File: src/rtl/tennis_rally_engine.sv
`default_nettype none
// ============================================================================
// Module   : tennis_rally_engine
// Purpose  : Self-timed tennis rally engine. It moves a one-hot ball across
//            NUM_LEDS positions, judges hits and misses, keeps score, detects
//            the winner and supports a single-player squash mode against a
//            wall at the NUM_LEDS-1 end.
// Ports    : clk, reset (async, active-high)
//            hits[1:0]   debounced button levels, bit p = player p
//            squash      single-player mode select, sampled at serve
//            leds        ball one-hot / all-on point flash / winner half
//            score0/1    scores (squash: returns / misses)
//            ball_period current clk cycles per ball step
//            game_over, winner
// Options  : DEUCE_EN - two-player game also requires a two-point lead
// Revision : 1.0 - initial release
// ============================================================================
module tennis_rally_engine #(
  parameter int NUM_LEDS     = 16,
  parameter int START_PERIOD = 50000000,
  parameter int MIN_PERIOD   = 5000000,
  parameter int SPEEDUP_STEP = 5000000,
  parameter int HIT_WINDOW   = 2,
  parameter int WIN_SCORE    = 7,
  parameter int POINT_CYCLES = 25000000,
  parameter int SCORE_W      = 8
) (
  input  logic                clk,
  input  logic                reset,
  input  logic [1:0]          hits,
  input  logic                squash,
  output logic [NUM_LEDS-1:0] leds,
  output logic [SCORE_W-1:0]  score0,
  output logic [SCORE_W-1:0]  score1,
  output logic [31:0]         ball_period,
  output logic                game_over,
  output logic                winner
);

  localparam int POS_W = $clog2(NUM_LEDS);
  localparam logic [POS_W-1:0]   LAST_POS     = POS_W'(NUM_LEDS - 1);
  localparam logic [POS_W-1:0]   P0_WIN_END   = POS_W'(HIT_WINDOW);
  localparam logic [POS_W-1:0]   P1_WIN_START = POS_W'(NUM_LEDS - HIT_WINDOW);
  localparam logic [31:0]        START_C      = 32'(START_PERIOD);
  localparam logic [31:0]        MIN_C        = 32'(MIN_PERIOD);
  localparam logic [31:0]        STEP_C       = 32'(SPEEDUP_STEP);
  localparam logic [31:0]        POINT_LAST   = 32'(POINT_CYCLES - 1);
  localparam logic [SCORE_W-1:0] SCORE_MAX    = '1;
  localparam logic [SCORE_W-1:0] WIN_S        = SCORE_W'(WIN_SCORE);
  localparam logic [SCORE_W:0]   WIN_EXT      = (SCORE_W+1)'(WIN_SCORE);
`ifdef DEUCE_EN
  localparam logic [SCORE_W:0]   LEAD_2       = (SCORE_W+1)'(2);
`endif

  typedef enum logic [2:0] {
    S_IDLE    = 3'd0,
    S_UP      = 3'd1,
    S_DOWN    = 3'd2,
    S_POINT   = 3'd3,
    S_OVER    = 3'd4
  } state_t;

  state_t             state, state_n;
  logic               server, server_n;
  logic [POS_W-1:0]   pos, pos_n;
  logic [SCORE_W-1:0] score0_n, score1_n;
  logic [31:0]        period_n;
  logic [31:0]        step_cnt, step_cnt_n;
  logic [31:0]        point_cnt, point_cnt_n;
  logic [1:0]         hits_prev;
  logic               mode_q, mode_n;
  logic               point_to, point_to_n;   // who scored the current point
  logic               winner_n;

  logic [1:0]         hit_edge;
  logic               tick;
  logic               point_done;
  logic [31:0]        faster;
  logic               do_hit, do_point, point_for;
  logic [SCORE_W:0]   scorer_ext;
  logic               two_win;

  function automatic logic [SCORE_W-1:0] sat_inc(input logic [SCORE_W-1:0] v);
    return (v == SCORE_MAX) ? v : v + 1'b1;
  endfunction

  assign hit_edge   = hits & ~hits_prev;
  assign tick       = (step_cnt >= ball_period - 32'd1);
  assign point_done = (point_cnt >= POINT_LAST);
  // Speed-up saturates at the floor without underflowing.
  assign faster     = (ball_period > MIN_C + STEP_C) ? ball_period - STEP_C : MIN_C;
  assign game_over  = (state == S_OVER);

  // Two-player win test for whoever just scored.
  always_comb begin
    scorer_ext = point_to ? {1'b0, score1} : {1'b0, score0};
`ifdef DEUCE_EN
    two_win = (scorer_ext >= WIN_EXT) &&
              (scorer_ext >= (point_to ? {1'b0, score0} : {1'b0, score1}) + LEAD_2);
`else
    two_win = (scorer_ext >= WIN_EXT);
`endif
  end

  always_ff @(posedge clk or posedge reset) begin
    if (reset) begin
      state       <= S_IDLE;
      server      <= 1'b0;
      pos         <= '0;
      score0      <= '0;
      score1      <= '0;
      ball_period <= START_C;
      step_cnt    <= '0;
      point_cnt   <= '0;
      hits_prev   <= 2'b00;
      mode_q      <= 1'b0;
      point_to    <= 1'b0;
      winner      <= 1'b0;
    end else begin
      state       <= state_n;
      server      <= server_n;
      pos         <= pos_n;
      score0      <= score0_n;
      score1      <= score1_n;
      ball_period <= period_n;
      step_cnt    <= step_cnt_n;
      point_cnt   <= point_cnt_n;
      hits_prev   <= hits;
      mode_q      <= mode_n;
      point_to    <= point_to_n;
      winner      <= winner_n;
    end
  end

  always_comb begin
    state_n     = state;
    server_n    = server;
    pos_n       = pos;
    score0_n    = score0;
    score1_n    = score1;
    period_n    = ball_period;
    step_cnt_n  = tick ? '0 : step_cnt + 32'd1;
    // Counts only while flashing, so it is zero on entry to POINT.
    point_cnt_n = (state == S_POINT) ? point_cnt + 32'd1 : '0;
    mode_n      = mode_q;
    point_to_n  = point_to;
    winner_n    = winner;
    do_hit      = 1'b0;
    do_point    = 1'b0;
    point_for   = 1'b0;

    case (state)
      S_IDLE: begin
        if (hit_edge[server]) begin
          mode_n     = squash;
          period_n   = START_C;
          step_cnt_n = '0;
          state_n    = server ? S_DOWN : S_UP;
        end
      end

      S_UP: begin
        if (mode_q) begin
          // Wall end: the tick there turns the ball round in place.
          if (tick) begin
            if (pos == LAST_POS) state_n = S_DOWN;
            else                 pos_n   = pos + 1'b1;
          end
        end else if (hit_edge[1]) begin
          if (pos >= P1_WIN_START) begin
            do_hit  = 1'b1;
            state_n = S_DOWN;
          end else begin
            do_point  = 1'b1;
            point_for = 1'b0;
          end
        end else if (tick) begin
          if (pos == LAST_POS) begin
            do_point  = 1'b1;
            point_for = 1'b0;
          end else begin
            pos_n = pos + 1'b1;
          end
        end
      end

      S_DOWN: begin
        // Player 0 is the receiver in both modes; a hit outranks a tick.
        if (hit_edge[0]) begin
          if (pos < P0_WIN_END) begin
            do_hit  = 1'b1;
            state_n = S_UP;
            if (mode_q) score0_n = sat_inc(score0);
          end else begin
            do_point  = 1'b1;
            point_for = 1'b1;
          end
        end else if (tick) begin
          if (pos == '0) begin
            do_point  = 1'b1;
            point_for = 1'b1;
          end else begin
            pos_n = pos - 1'b1;
          end
        end
      end

      S_POINT: begin
        if (point_done) begin
          if (mode_q ? (score1 == WIN_S) : two_win) begin
            state_n  = S_OVER;
            winner_n = mode_q | point_to;
          end else begin
            state_n  = S_IDLE;
            server_n = mode_q ? 1'b0 : ~point_to;
            pos_n    = (mode_q || point_to) ? '0 : LAST_POS;
          end
        end
      end

      S_OVER: begin
        if (hit_edge[0]) begin
          state_n  = S_IDLE;
          server_n = 1'b0;
          pos_n    = '0;
          score0_n = '0;
          score1_n = '0;
          winner_n = 1'b0;
        end
      end

      default: state_n = S_IDLE;
    endcase

    if (do_hit) begin
      period_n   = faster;
      step_cnt_n = '0;
    end
    if (do_point) begin
      state_n    = S_POINT;
      point_to_n = point_for;
      if (point_for) score1_n = sat_inc(score1);
      else           score0_n = sat_inc(score0);
    end
  end

  // Display: ball one-hot, all-on during a point, winner's half at game end.
  always_comb begin
    leds = '0;
    case (state)
      S_POINT: leds = '1;
      S_OVER: begin
        for (int i = 0; i < NUM_LEDS; i++)
          leds[i] = (i < NUM_LEDS / 2) ? ~winner : winner;
      end
      default: leds[pos] = 1'b1;
    endcase
  end

endmodule
`default_nettype wire
File: config.mk
export PLATFORM = sky130hd
export DESIGN_NAME = tennis_rally_engine
export DESIGN_NICKNAME = d
export VERILOG_FILES = /design/src/rtl/tennis_rally_engine.sv
export SDC_FILE = /design/constraint.sdc
export NUM_CORES = 1
export LEC_CHECK = 0
export CORE_UTILIZATION = 59
export DETAILED_ROUTE_END_ITERATION = 10
export PLACE_DENSITY = 0.88
export SLEW_MARGIN = 25
export SYNTH_ARGS = -nofsm -noshare
export SYNTH_HDL_FRONTEND = slang
export SYNTH_SLANG_ARGS = --single-unit
File: constraint.sdc
create_clock -name clk -period 4.89 [get_ports clk]
set_clock_uncertainty 0.05 [all_clocks]
set_input_delay 0.489 -clock clk [delete_from_list [all_inputs] [get_ports clk]]
set_output_delay 0.489 -clock clk [all_outputs]
set_load 0.05 [all_outputs]
==> results of run 1 <==
-- state kept, by name, indices dropped and copies added, names as in the netlist --
signal / cells
ball_period: 26
score0: 8
hits_prev: 2
step_cnt: 32
winner: 1
point_to: 1
server: 1
point_cnt: 32
pos: 4
mode_q: 1
score1: 8
state: 3
-- what timing repair did --
action	4_1_cts	5_1_grt
setup buffers	0	1
pin swaps	0	2
cloned	0	0
hold buffers	0	0
resized for setup	1	6
setup endpoints to repair	3	22
-- layout by cell type (no fill, tap or decap), types with 5 or more instances in the layout --
cell type        count
dfstp_2             12
dfrtp_1            107
xor2_1              45
a31oi_1              7
or2_2                5
nor2_1             128
and3_1              15
nor3_1              26
nand2_1             81
and2_1               5
a221o_1              5
nor2b_1              5
a21oi_1             52
mux2i_1              5
nand2b_1            11
o21ai_0             61
buf_4               12
xnor2_1             36
clkdlybuf4s50_1     64
o21a_1               7
or3_1               12
mux2_2               5
nand3_1             44
ha_1                36
clkbuf_16           17
nand4_1             22
inv_1               24
conb_1               6
and4_1               5
nor4_1               8
o31ai_1             10
-- layout make-up --
cell class,instances,share of cell area [%]
Inverter,25,1.06
Clock inverter,15,1.98
Clock buffer,17,4.70
Tap cell,172,2.38
Multi-Input combinational cell,711,48.8
Sequential cell,119,33.1
Timing Repair Buffer,76,8.07
-- worst max path at each step --
stage / slack, ns / startpoint / to / cells past startpoint
2_1_floorplan: 0.30 / ball_period[8] / pos[0] / 17
3_3_place_gp: 0.36 / ball_period[9] / score0[1] / 18
3_5_place_dp: 0.13 / ball_period[9] / pos[1] / 17
4_1_cts: 0.08 / ball_period[9] / score0[1] / 18
5_1_grt: -0.03 / ball_period[9] / score0[1] / 18
6_report: 0.31 / ball_period[9] / score0[1] / 18
-- metal layers --
layer / GRT usage [%] / share of wire, %
met3: 6.07 / 5.9
met5: 0 / 0
met2: 48.2 / 49
met1: 36.3 / 43
met4: 13.5 / 2.6
-- power by group --
part           internal, mW  switching (mW)  total (mW)  leakage (nW)
logic                 0.881            1.66        2.54          2.01
registers              1.20           0.330        1.53          1.57
clock network         0.802           0.484        1.29         0.286
total                  2.88            2.47        5.35          3.87
-- per-stage QoR --
| stage | instance area [sq um] | std cells |
|---|---|---|
| final | 9050 | 1135 |
| after global routing | 9050 | 1135 |
| after CTS | 9020 | 1134 |
| after detailed placement | 8410 | 1102 |
| after global placement | 8410 | 1102 |
| after floorplan | 7650 | 895 |
-- cells by family (layout without fill, tap and decap cells) --
family / Yosys count / count (layout) / share of synthesized area (%)
flops: 119 / 119 / 39.2
fa+ha+maj: 37 / 37 / 6.17
mux: 10 / 10 / 1.39
simple gates: 388 / 388 / 24.6
compound gates: 189 / 189 / 15.4
buf+inv: 65 / 133 / 3.85
xor+xnor: 81 / 81 / 9.30
other cells: 1 / 6 / 0.0492
==> results.yml, run 1 <==
floorplan:
  io_pins: 71
  start_util_pct: 60.5
  fp.dieH_um: 116
  coreArea_sq_mm: 0.0126
  std_cell_rows: 41
  dieArea_sq_mm: 0.0134
  die_w_um: 116
sta:
  post-route-worst-setup-slack_ns: 0.312
  tns_ns: 0
  worst-slew-pin-transition_ns: 0.804
  setup_violations: 0
  post-route-period-util_pct: 93.6
  hold_violations: 0
  drv_slew: 0
  fin_crit_ns: 4.58
  slew_headroom_pct: 46.2
  whs_ns: 0.415
  max_freq_ghz: 0.218
cells_and_area:
  area_growth_pct: 18.7
  fillers: 943
  fin_util_pct: 71.8
  antenna_cells: 0
  seq_area_sq_mm: 0.00299
  finalNetCount: 992
  layout-drive-gt1-share_pct: 8.72
  multi_input_comb_area_sq_mm: 0.00442
cts:
  clock_path_buffers: 2
  insertion_delay_ns: 0.43
  cts_root_buf: "clkbuf_16"
  path_clk_slew_ns: 0.06
  htreeDepth: 4
  cts_made_buffers: 17
  cts_tree: "done"
  cts_sinks: 119
worst_setup_path:
  worst_setup_path_start_kind: "flip-flop"
  crit_buf_inv: 1
  arrival_ns: 4.84
  r2r_cells: 18
  endpoint_kind: "flip-flop"
  rr_startpoint: "ball_period[9]"
  critPathKind: "flip-flop to flip-flop"
  critPathMaxStageDelay_ns: 0.45
  crit_chain: "nor4_1 > buf_4 > nand2_1 > nor4_2 > nand2_1 > nor3_2 > nand2b_1 > nor2_1 > xnor2_1 > ha_1 > nand4_1 > nor3_1 > a221oi_2 > nand2_1 > a32oi_1 > nand3_2 > mux2i_1 > a32o_1"
  r2r_slack_ns: 0.31
  crit_top_cell: "nand2_1"
  reg2reg_to: "score0[1]"
  cp.required_ns: 5.15
  cpLargestDelayFamily: "simple AND/OR/NAND/NOR gates"
  crit_slowest_cell: "dfrtp_1"
  worstPathMaxFanout: 11
yosys:
  synth_common_cells: "nor2_1 (128), dfrtp_1 (107), nand2_1 (81), o21ai_0 (61), a21oi_1 (52)"
  synth_seq_cells: 119
  yosys-top-cells-area: "dfrtp_1 (35%), nor2_1 (6.3%), ha_1 (5.9%)"
  ys.flop_type: "dfrtp_1"
  ys_seq_area_share_pct: 39.2
  synth-warning-count: 0
  yosysUniqueCellTypes: 66
  synth-edff-count: 0
  yosys.area.top_type: "dfrtp_1"
  async_flop_share_pct: 100
  synth.avg_cell_area_sq_um: 8.57
  netlist_area_sq_mm: 0.00763
  yosysTopAreaCellShare_pct: 35.1
  syn_inst: 890
  yosys.cell_count.top_type: "nor2_1"
run_status:
  status: "finished clean"
grt:
  grt_overflow: 0
  grt_pass1_vias: 6557
  grt_pass1_wl_um: 30400
  antenna_found_initial: 0
  track_usage_pct: 29.0
  grt_max_degree: 46
flow_run:
  cap_violations: 0
routing:
  route.detailed.drc: 0
  via_per_inst: 6.09
  drt_iter0_markers: 691
  vias: 6911
  totalWireLength_um: 18400
  ant_nets: 0
  dr.pass1.iters: 7
  wl_per_cell_um: 16.2
power:
  power_density_mw_per_mm2: 591
  peakVddDrop_mv: 0.454
  leakagePower_nw: 3.87
  power_mw: 5.35
worst_hold_path:
  min_path_type: "flip-flop to flip-flop"
  min_to: "point_cnt[0]"
  min-delay-start: "point_cnt[0]"
  hold_depth: 1
placement:
  gp_congestion: 0.923
  hpwl_um: 12300
  place_ws_ns: 0.128
  io_buffers: 64
Note: power is estimated with default switching activity, not from simulation.
==> run 2: changes to the inputs <==
--- a/config.mk
+++ b/config.mk
@@ -7,7 +7,9 @@
 export LEC_CHECK = 0
 export CORE_UTILIZATION = 59
 export DETAILED_ROUTE_END_ITERATION = 10
+export GPL_ROUTABILITY_DRIVEN = 0
 export PLACE_DENSITY = 0.88
+export REMOVE_ABC_BUFFERS = 1
 export SLEW_MARGIN = 25
 export SYNTH_ARGS = -nofsm -noshare
 export SYNTH_HDL_FRONTEND = slang
==> results.yml, run 2 (same netlist as run 1, synthesis figures left out) <==
cts:
  clock_path_buffers: 2
  cts_root_buf: "clkbuf_16"
  cts_sinks: 119
  cts_tree: "done"
  cts_made_buffers: 17
  insertion_delay_ns: 0.42
  htreeDepth: 4
  path_clk_slew_ns: 0.06
grt:
  track_usage_pct: 29.2
  antenna_found_initial: 0
  grt_pass1_wl_um: 30700
  grt_overflow: 0
  grt_pass1_vias: 6534
  grt_max_degree: 56
placement:
  place_ws_ns: 0.160
  placed_cell_area_sq_mm: 0.00841
  hpwl_um: 12400
  io_buffers: 64
power:
  power.internal_mw: 2.84
  p_sw_share_pct: 46.7
  p_sw_mw: 2.48
  leakagePower_nw: 3.87
  seq_power_share_pct: 28.8
  power_density_mw_per_mm2: 589
  combPwrFrac_pct: 47.5
  peakVddDrop_mv: 0.554
  clkPwrFrac_pct: 23.8
worst_setup_path:
  r2r_slack_ns: 0.31
  reg2reg_to: "pos[2]"
  cp.required_ns: 5.14
  crit_end: "pos[2]"
  worst_setup_path_start_kind: "flip-flop"
  endpoint_kind: "flip-flop"
  worstPathMaxFanout: 7
  rr_startpoint: "ball_period[9]"
  startpoint: "ball_period[9]"
  r2r_cells: 17
  critPathKind: "flip-flop to flip-flop"
  arrival_ns: 4.83
sta:
  post-route-period-util_pct: 93.6
  slew_headroom_pct: 43.5
  fin_crit_ns: 4.58
  rsz0062_at_grt: "true"
  max_freq_ghz: 0.218
  setup_violations: 0
  worst-slew-pin-transition_ns: 0.845
  post-route-worst-setup-slack_ns: 0.312
  whs_ns: 0.418
  drv_slew: 0
  tns_ns: 0
  hold_violations: 0
routing:
  dr.pass1.iters: 5
  vias: 6800
  totalWireLength_um: 18400
  ant_nets: 0
  m1WireLength_um: 8050
  wl_per_cell_um: 16.2
  drt_iter0_markers: 669
  highest_layer: "met4"
  wl_met3_um: 923
  dr_wl_met2_um: 9070
  via_per_inst: 6.00
  route.detailed.drc: 0
floorplan:
  start_util_pct: 60.5
  io_pins: 71
  coreArea_sq_mm: 0.0126
  fp.dieH_um: 116
  die_w_um: 116
  dieArea_sq_mm: 0.0134
  std_cell_rows: 41
flow_run:
  cap_violations: 0
worst_hold_path:
  min_path_type: "flip-flop to flip-flop"
cells_and_area:
  final_common_cell: "nor2_1"
  largestRegisters: "point_cnt x32, step_cnt x32, ball_period x26"
  antenna_cells: 0
  finalNetCount: 990
  stdcell_area_sq_mm: 0.00904
  area_growth_pct: 18.5
  layout_common_cells: "nor2_1 (128), dfrtp_1 (107), nand2_1 (81)"
  fin_util_pct: 71.6
  fillers: 955
  layout-drive-gt1-share_pct: 8.53
run_status:
  status: "finished clean"
==> run 2: cell count changes in the layout (fill, tap and decap cells not counted), sizes merged <==
cell      change
bufinv        -1
buf           -2
clkinvlp      -2
inv           +3
==> run 2: final cells by class <==
cell class                 instances  area [sq um]  share of cell area (%)
sequential                       119          2990                    33.1
inverter                          25          96.3                    1.07
multi-input combinational        711          4410                    48.8
clock inverter                    15           170                    1.88
timing repair buffer              74           728                    8.06
tap                              172           215                    2.38
clock buffer                      17           425                    4.71
==> run 2: stage by stage <==
step | cells | power (mW)
global route | 1133 | 5.63
global placement | 1101 | 3.96
floorplan | 855 | 3.24
finish | 1133 | 5.32
detailed placement | 1101 | 4.03
CTS | 1133 | 5.31
==> run 2: worst min path at each step <==
stage | startpoint | endpoint | slack (ns) | depth (start not counted)
after floorplan | point_cnt[0] | point_cnt[0] | 0.38 | 1
after detailed placement | point_cnt[0] | point_cnt[0] | 0.41 | 1
after global placement | point_cnt[0] | point_cnt[0] | 0.40 | 1
after global routing | point_cnt[0] | point_cnt[0] | 0.45 | 1
final | point_cnt[0] | point_cnt[0] | 0.42 | 1
after CTS | point_cnt[0] | point_cnt[0] | 0.42 | 1
==> run 2: layer usage <==
| layer | GRT usage (%) | vias up |
|---|---|---|
| met2 | 49.4 | 250 |
| met5 | 0 | - |
| met4 | 10.9 | 0 |
| met1 | 37.0 | 3251 |
| li1 | - | 3268 |
| met3 | 6.22 | 31 |
==> run 2: power groups by stage <==
stage,Sequential (mW),Combinational (mW),Clock (mW)
floorplan,1.82,1.42,0
global placement,1.51,2.45,0
detailed placement,1.53,2.50,0
CTS,1.52,2.52,1.27
global route,1.57,2.74,1.32
finish,1.53,2.53,1.27
==> run 2: worst max-delay path: stages, from the launching register on <==
cell and delay (ns):
dfrtp_1 0.46, nor4_1 0.33, buf_4 0.18, nand2_1 0.08, nor4_2 0.27, nand2_1 0.16
nor4_1 0.24, buf_4 0.19, nand2_1 0.06, xor2_1 0.15, ha_1 0.30, nand4_1 0.18
nor4_2 0.44, a21boi_0 0.27, nor2_1 0.13, o31ai_1 0.31, nand4_1 0.28, mux2_2 0.37
==> run 2: what timing repair did <==
item                       4_1_cts  5_1_grt
gates resized for setup          0        5
setup endpoints to repair        0       48
buffers inserted                 0        0
hold buffers                     0        0
==> edit: new RTL, config.mk and constraints of run 2 <==
Reset style: synchronous (`reset`), changed in one clocked block. Comments in the files are not updated.
--- a/src/rtl/tennis_rally_engine.sv
+++ b/src/rtl/tennis_rally_engine.sv
@@ -103,5 +103,5 @@
   end
 
-  always_ff @(posedge clk or posedge reset) begin
+  always_ff @(posedge clk) begin
     if (reset) begin
       state       <= S_IDLE;
Behaviour: differs if reset is asserted again (counterexample within 4 cycles, from zero or initial values and one cycle with reset high); with reset held inactive, the same outputs for 10 cycles.
==> edit against run 2 <==
- sequential share of layout area down 5.4 points
- sequential cell count unchanged
- critical path type unchanged
- area after synthesis down 2.4%
- highest routed layer unchanged
- non-clock buffer count down 7
- final area down 4.8%
- synthesized cell count up 4.8%
- routed wire length down 2.7%
- worst setup slack better by 0.11 ns
Power is not compared: it rests on default switching activity, and its combinational part moved more than twofold at a synthesized area within 25%.
==> edit: results (changes against run 2) <==
layout-drive-gt1-share: 0.0761  # -0.00926
reg2reg_depth: 13  # -4
synth_ff_type: "dfxtp_1"
synth-xor-area-share: 0.0999  # +0.00695
critPathMaxStageDelay_ns: 0.53  # +0.07 ns
synth-seq-area-share: 0.320  # -0.0725
grt_max_degree: 32  # -43%
holdWs_ns: 0.387  # -0.0307 ns
top_regs: "point_cnt (32), step_cnt (32), ball_period (26)"
r2r_end: "pos[3]"
crit_fanout: 13  # +6
first_pass_iters: 5  # unchanged
dpl.hpwl_um: 12500  # +0.67%
worst_slew_pin_slew_ns: 0.828  # -0.0167 ns
ctsResizeCount: 0  # unchanged
synthDistinctLibCells: 88  # +33%
status: "completed"
ys_warn_count: 0  # unchanged
wl_per_cell_um: 15.5  # -4.4%
grt_pass1_vias: 6365  # -2.6%
cts_root_buf: "clkbuf_16"
wl_met3_um: 1030  # +11%
top_layer: "met4"
critPathTopFamily: "simple AND/OR/NAND/NOR gates"
dp_slack_ns: 0.554  # +0.393 ns
crit_path_end_kind: "flop"
fin_setup_tns_ns: 0  # unchanged
hold_path_end: "point_cnt[0]"
internal_power_mw: 2.05
r2r_slack_ns: 0.42  # +0.11 ns
hp-start: "point_cnt[0]"
h-tree-depth: 4  # unchanged
wl_met1_um: 7920  # -1.6%
drt_iter0_drc: 572  # -14%
cts_buffers: 17  # unchanged
cp_slowest_cell: "nor4_1"
diodes: 0  # unchanged
synth-compound-area-share: 0.180  # +0.0261
met2_length_um: 8600  # -5.2%
clk_pin_slew_ns: 0.05
ys_top_cells_by_area: "dfxtp_1, nor2_1, ha_1"
use_met3: 0.0656  # +0.00340
powerComb_mw: 0.751
synthAdderAreaFrac: 0.0632  # +0.00149
clock_path_buffers: 2  # unchanged
pwr-share-clk: 0.401
crit_start: "ball_period[12]"
gr-usage-met1: 0.353  # -0.0167
synth_common_cells: "nor2_1, dfxtp_1, nand2_1"
nets: 1017  # +2.7%
use_met2: 0.484  # -0.00977
muxShareOfSynthArea: 0.00689  # -0.00705
period_share: 0.913  # -0.0230
switching_share: 0.330
grt_use_total: 0.285  # -0.00731
async_flop_share: 0  # -1.00
grt_pass1_wl_um: 29700  # -3.1%
viasPerCell: 5.98  # -0.39%
hold-path-cell-count: 1  # unchanged
arrival_ns: 4.73  # -0.10 ns
[edit: changes by cell type after synthesis, sizes merged, moves of 11 or more]
cell   change
buf       +15
dfxtp    +119
dfrtp    -107
nor2      +19
o21ai     -11
dfstp     -12
[edit: final cells by class]
cell class                      count  area, µm²
Clock inverter                      9        100
Clock buffer                       21        480
Timing Repair Buffer               67        663
Multi-Input combinational cell    747       4680
Fill cell                         967       3560
Sequential cell                   119       2380
Tap cell                          168        210
Inverter                           23       87.6
[edit: cells by family after synthesis]
| group | after synthesis |
|---|---|
| simple gates | 419 |
| compound gates | 195 |
| flops | 119 |
| xor+xnor | 85 |
| buf+inv | 72 |
| fa+ha+maj | 37 |
| mux | 5 |
| other cells | 1 |
[edit: per-stage QoR]
step | std cells | area [µm²]
detailed placement | 1124 | 8020
floorplan | 889 | 7140
global route | 1154 | 8600
CTS | 1154 | 8600
global placement | 1124 | 8020
finish | 1154 | 8600
